--- src/rtl/operand_fetch_if.sv ---
// operand_fetch_if: register-file ports, immediate controls and latched ALU operands
interface operand_fetch_if;
  logic [4:0]  Ard1;
  logic [4:0]  Ard2;
  logic [4:0]  Awr;
  logic [31:0] Din;
  logic        WrEn;
  logic [15:0] Immed;
  logic [1:0]  ImmExt;
  logic        BSel;
  logic        OpLoad;
  logic [31:0] Dout1;
  logic [31:0] Dout2;
  logic [31:0] ImmOut;
  logic [31:0] A_out;
  logic [31:0] B_out;
  logic        OpValid;
  modport master (
    output Ard1, Ard2, Awr, Din, WrEn, Immed, ImmExt, BSel, OpLoad,
    input  Dout1, Dout2, ImmOut, A_out, B_out, OpValid
  );
  modport slave (
    input  Ard1, Ard2, Awr, Din, WrEn, Immed, ImmExt, BSel, OpLoad,
    output Dout1, Dout2, ImmOut, A_out, B_out, OpValid
  );
endinterface

--- src/rtl/operand_fetch.sv ---
// operand_fetch: 32x32 register file with write-through bypass, immediate extender and A/B operand latch
module operand_fetch #(
  parameter bit ZERO_REG = 1'b1
) (
  input logic            Clk,
  input logic            Rst_n,
  operand_fetch_if.slave bus
);
  logic [31:0] regs_q [32];
  logic [31:0] regs_d [32];
  logic [31:0] a_q, a_d, b_q, b_d;
  logic        valid_q, valid_d;
  logic        wr_ok;
  logic [31:0] dout1, dout2, imm;
  // A write to R0 is discarded when R0 is hardwired, so it must not bypass either
  assign wr_ok = bus.WrEn && !(ZERO_REG && bus.Awr == 5'd0);
  always_comb begin
    dout1 = (ZERO_REG && bus.Ard1 == 5'd0) ? 32'd0
          : (wr_ok && bus.Awr == bus.Ard1) ? bus.Din : regs_q[bus.Ard1];
    dout2 = (ZERO_REG && bus.Ard2 == 5'd0) ? 32'd0
          : (wr_ok && bus.Awr == bus.Ard2) ? bus.Din : regs_q[bus.Ard2];
    imm   = bus.ImmExt == 2'b00 ? {16'h0, bus.Immed}
          : bus.ImmExt == 2'b01 ? {{16{bus.Immed[15]}}, bus.Immed}
          : bus.ImmExt == 2'b10 ? {bus.Immed, 16'h0}
          : {{14{bus.Immed[15]}}, bus.Immed, 2'b00};
  end
  always_comb begin
    regs_d = regs_q;
    if (wr_ok) regs_d[bus.Awr] = bus.Din;
    a_d     = bus.OpLoad ? dout1 : a_q;
    b_d     = bus.OpLoad ? (bus.BSel ? imm : dout2) : b_q;
    valid_d = bus.OpLoad;
  end
  always_ff @(posedge Clk) begin
    if (!Rst_n) begin
      for (int i = 0; i < 32; i++) regs_q[i] <= 32'd0;
      a_q     <= 32'd0;
      b_q     <= 32'd0;
      valid_q <= 1'b0;
    end else begin
      regs_q  <= regs_d;
      a_q     <= a_d;
      b_q     <= b_d;
      valid_q <= valid_d;
    end
  end
  assign bus.Dout1   = dout1;
  assign bus.Dout2   = dout2;
  assign bus.ImmOut  = imm;
  assign bus.A_out   = a_q;
  assign bus.B_out   = b_q;
  assign bus.OpValid = valid_q;
endmodule

--- src/flat_wrapper.sv ---
// flat-port wrapper written by rule: the top's interface ports become plain ports
module operand_fetch_flat 
#(
  parameter bit ZERO_REG = 1'b1
)
  (Clk, Rst_n, bus_Ard1, bus_Ard2, bus_Awr, bus_Din, bus_WrEn, bus_Immed, bus_ImmExt, bus_BSel, bus_OpLoad, bus_Dout1, bus_Dout2, bus_ImmOut, bus_A_out, bus_B_out, bus_OpValid);
  operand_fetch_if bus_i ();
  input logic Clk;
  input logic Rst_n;
  input wire logic [$bits(bus_i.Ard1)-1:0] bus_Ard1;
  input wire logic [$bits(bus_i.Ard2)-1:0] bus_Ard2;
  input wire logic [$bits(bus_i.Awr)-1:0] bus_Awr;
  input wire logic [$bits(bus_i.Din)-1:0] bus_Din;
  input wire logic [$bits(bus_i.WrEn)-1:0] bus_WrEn;
  input wire logic [$bits(bus_i.Immed)-1:0] bus_Immed;
  input wire logic [$bits(bus_i.ImmExt)-1:0] bus_ImmExt;
  input wire logic [$bits(bus_i.BSel)-1:0] bus_BSel;
  input wire logic [$bits(bus_i.OpLoad)-1:0] bus_OpLoad;
  output wire logic [$bits(bus_i.Dout1)-1:0] bus_Dout1;
  output wire logic [$bits(bus_i.Dout2)-1:0] bus_Dout2;
  output wire logic [$bits(bus_i.ImmOut)-1:0] bus_ImmOut;
  output wire logic [$bits(bus_i.A_out)-1:0] bus_A_out;
  output wire logic [$bits(bus_i.B_out)-1:0] bus_B_out;
  output wire logic [$bits(bus_i.OpValid)-1:0] bus_OpValid;
  assign bus_i.Ard1 = bus_Ard1;
  assign bus_i.Ard2 = bus_Ard2;
  assign bus_i.Awr = bus_Awr;
  assign bus_i.Din = bus_Din;
  assign bus_i.WrEn = bus_WrEn;
  assign bus_i.Immed = bus_Immed;
  assign bus_i.ImmExt = bus_ImmExt;
  assign bus_i.BSel = bus_BSel;
  assign bus_i.OpLoad = bus_OpLoad;
  assign bus_Dout1 = bus_i.Dout1;
  assign bus_Dout2 = bus_i.Dout2;
  assign bus_ImmOut = bus_i.ImmOut;
  assign bus_A_out = bus_i.A_out;
  assign bus_B_out = bus_i.B_out;
  assign bus_OpValid = bus_i.OpValid;
  operand_fetch #(.ZERO_REG(ZERO_REG)) u_core (.Clk(Clk), .Rst_n(Rst_n), .bus(bus_i));
endmodule
--- config.mk ---
export PLATFORM = sky130hd
export DESIGN_NAME = operand_fetch_flat
export DESIGN_NICKNAME = d
export VERILOG_FILES = /design/src/rtl/operand_fetch_if.sv /design/src/rtl/operand_fetch.sv /design/src/flat_wrapper.sv
export SDC_FILE = /design/constraint.sdc
export NUM_CORES = 2
export LEC_CHECK = 0
export ABC_AREA = 1
export CORE_AREA = 2 2 378 530
export CTS_CLUSTER_SIZE = 12
export DETAILED_ROUTE_END_ITERATION = 12
export DIE_AREA = 0 0 380 532
export HOLD_SLACK_MARGIN = 0.03
export PLACE_DENSITY_LB_ADDON = 0.08
export RECOVER_POWER = 100
export SETUP_SLACK_MARGIN = 0.02
export SYNTH_ARGS = -nofsm -noshare
export SYNTH_HDL_FRONTEND = slang
export SYNTH_SLANG_ARGS = --single-unit
--- constraint.sdc ---
create_clock -name Clk -period 6.95 [get_ports Clk]
set_input_delay 2.085 -clock Clk [delete_from_list [all_inputs] [get_ports Clk]]
set_output_delay 2.085 -clock Clk [all_outputs]
set_load 0.01 [all_outputs]
==> out/qor.txt <==
Net count, final = 9072
share of layout cells above drive strength 1 = 6.33%
CTS max path bufs = 4
Yosys top cell by area = dfxtp_1
cts hold-fix bufs = 0
Mapped Area = 59000 sq um
endpoints failing setup = 0
vias in the first global route = 58.6k
Worst IR Drop VDD = 187 uV
Die W = 380 um
Total GRT Usage = 27.1%
static leakage = 27.8 nW
Inst Count DP = 11.5k
Syn Area/Cell = 6.42 sq um
failing checks = capacitance limit, slew limit
Site Rows = 193
first-pass GRT wire length = 415000 um
Initial DRT Pass Iterations = 6
CP bufs+invs = 5
total CTS buffers = 138
vias per cell = 5.39
drt drc = 0
Met1 Wirelength = 125000 um
ys async rst share = 0%
Post-synth EDFFs = 0
clock power share = 44.5%
Post-CTS Setup Inserts = 0
P per Cell Area = 233 nW/um^2
Worst-path clk slew = 0.06 ns
Worst setup SP type = input pin
mean routed wirelength per cell = 24.3 um
setup TNS = 0 ns
Sequential Power Share = 40.1%
P&R area growth vs syn = 16.0%
largest net degree at the start of global routing = 190
Worst EP required = 4.87 ns
Final Wtd Congestion = 0.852
most common cell in the netlist = o21ai_0
Mapped Nets = 9257
io pins = 231
Highest Signal Layer = met5
Sw Share = 29.7%
Initial Util = 29.9%
Setup crit end kind = output pin
Post-DP HPWL = 182000 um
Worst Clk Skew = 0.0550 ns
crit path time final = 6.82 ns
htree depth = 4
met3 wire len = 20600 um
final hold vios = 0
Hold WC Path Type = reg2reg
Max Clk Rate = 0.147 GHz
Seq/Total Area, Yosys = 37.0%
synth unique cells = 33
switching pwr = 0.00473 W
Root Driver = clkbuf_16
drt total wl = 285000 um
CP peak stage delay = 0.63 ns
# port buffers = 230
Logic pwr share = 15.5%
DR iter-0 viols = 6601
Die Span Y = 532 um
Primary FF master, synth = dfxtp_1
RSZ-0062 raised after global routing = false
crit-path cells = buf_8 > inv_4 > buf_12 > a21oi_1 > o21ai_0 > nand3_1 > nand3_1 > nand3_1 > nand2_1 > nand2_1 > nand2_1 > inv_1 > dlygate4sd3_1
Ys Warns = 0
max-slew violation count = 2062
initial antenna violation count = 12
commonest cells in the netlist = o21ai_0, nand2_1, a21oi_1
critical path type = in2out
Period Utilization, post-route = 98.2%
Final Core Density = 34.7%
status = complete, but fails checks
Max Cap Violations = 43
die footprint = 202000 sq um
non-filler cells, final = 11.7k
critical path's slowest cell = dlygate4sd3_1
latest clock arrival within the worst-skew pair = 0.80 ns
clk sinks = 1089
TritonCTS clock tree = built
share of the synthesized area in the top cell type = 37.0%
top cells by area, synth = dfxtp_1, o21ai_0, a21oi_1
CP Max Fanout = 63
global route overflow = 0
number of fill cells = 21.5k
core box area = 197000 sq um
vias = 63.2k
crit path DAT = 4.74 ns
measured slew at the worst slew-check pin = 4.05 ns
cell family with most CP delay = buffers and inverters
Max-slew headroom = -170%
antenna-violating nets left = 0
post-synthesis instance total = 9187
Post-CTS Resized = 0
#FFs+latches synth = 1089
DR WL met2 = 131000 um
Pint = 0.0112 W
[flip-flops by register name (all words and copies together), names as in the netlist]
signal	flops
u_core.bus.A_out	32
u_core.regs_q	1024
u_core.bus.OpValid	1
u_core.bus.B_out	32
[placed cells by master (no fill, tap or decap), types with 6 or more instances in the layout]
| cell | Yosys | final |
|---|---|---|
| clkbuf_16 | 0 | 141 |
| o22ai_1 | 13 | 13 |
| clkinv_1 | 10 | 8 |
| inv_2 | 20 | 7 |
| or2_2 | 64 | 63 |
| a21oi_1 | 1190 | 1190 |
| clkdlybuf4s50_1 | 0 | 83 |
| clkbuf_8 | 0 | 29 |
| buf_4 | 22 | 187 |
| dfxtp_1 | 1089 | 1089 |
| dlygate4sd3_1 | 0 | 135 |
| clkinv_2 | 0 | 14 |
| nand2_1 | 1327 | 1330 |
| nor2_2 | 9 | 6 |
| nor2_1 | 703 | 703 |
| nor2_4 | 3 | 6 |
| o21ai_1 | 34 | 7 |
| o21ai_0 | 1563 | 1590 |
| buf_12 | 0 | 86 |
| clkbuf_1 | 540 | 89 |
| nand3b_1 | 25 | 25 |
| o211ai_1 | 286 | 286 |
| inv_1 | 906 | 915 |
| nand3_1 | 1035 | 1033 |
| nor3_1 | 8 | 9 |
[per-stage QoR]
stage | cell area, sq um | power (W) | setup slack (ns) | hold slack (ns)
2_1_floorplan | 59000 | 0.00785 | 1.53 | 0.412
3_3_place_gp | 64500 | 0.00900 | 0.112 | 0.422
3_5_place_dp | 64500 | 0.00900 | 0.129 | 0.426
4_1_cts | 68700 | 0.0161 | 0.118 | 0.436
5_1_grt | 68400 | 0.0165 | 0.0194 | 0.450
6_report | 68400 | 0.0160 | 0.128 | 0.435
[cells by family (layout without fill, tap and decap cells)]
logic type	after synthesis	after routing	share of synthesized area, %
and+or+nand+nor	3186	3186	23.1
AOI/OAI and AO/OA	3088	3088	27.5
buffers and inverters	1819	1725	12.4
DFF	1089	1089	37.0
xor gates and xnor gates	5	5	0.0743
other	0	5	0
[area by class of cell]
class | count | area [sq um] | share of cell area, %
multi-input cells | 6279 | 29900 | 43.7
diodes | 5 | 12.5 | 0.0183
flip-flops and latches | 1089 | 21800 | 31.9
clock buffers | 212 | 4090 | 5.97
well taps | 2632 | 3290 | 4.81
inverters | 937 | 3550 | 5.18
repair buffers | 557 | 5650 | 8.26
clock inverters | 19 | 156 | 0.229
[power by group through the flow]
| stage | clock [W] | combinational (W) | sequential (W) |
|---|---|---|---|
| finish | 0.00710 | 0.00247 | 0.00639 |
| global route | 0.00749 | 0.00266 | 0.00640 |
| CTS | 0.00726 | 0.00248 | 0.00639 |
| detailed placement | 0 | 0.00247 | 0.00653 |
| global placement | 0 | 0.00247 | 0.00653 |
| floorplan | 0 | 0.00131 | 0.00653 |
[worst min-delay path: stages (launching register included)]
cell	delay [ns]
dfxtp_1	0.31
nand2_1	0.05
inv_1	0.03
[final timing paths]
path	slack [ns]	depth (start not counted)	endpoint	from
setup reg to reg	4.72	13	u_core.bus.B_out[9]$_SDFFE_PN0P_	u_core.regs_q[361]$_SDFFE_PN0P_
hold / removal	0.44	2	u_core.regs_q[1003]$_SDFFE_PN0P_	u_core.regs_q[1003]$_SDFFE_PN0P_
setup / recovery	0.13	13	bus_Dout1[13]	bus_Ard1[0]
hold reg to reg	0.44	2	u_core.regs_q[1003]$_SDFFE_PN0P_	u_core.regs_q[1003]$_SDFFE_PN0P_
[layer usage]
metal | track usage [%] | up-vias
met5 | 0 | -
met4 | 8.52 | 2
met3 | 4.25 | 458
met2 | 44.5 | 2479
met1 | 36.3 | 30100
li1 | - | 30100
(Power assumes the default switching activity.)
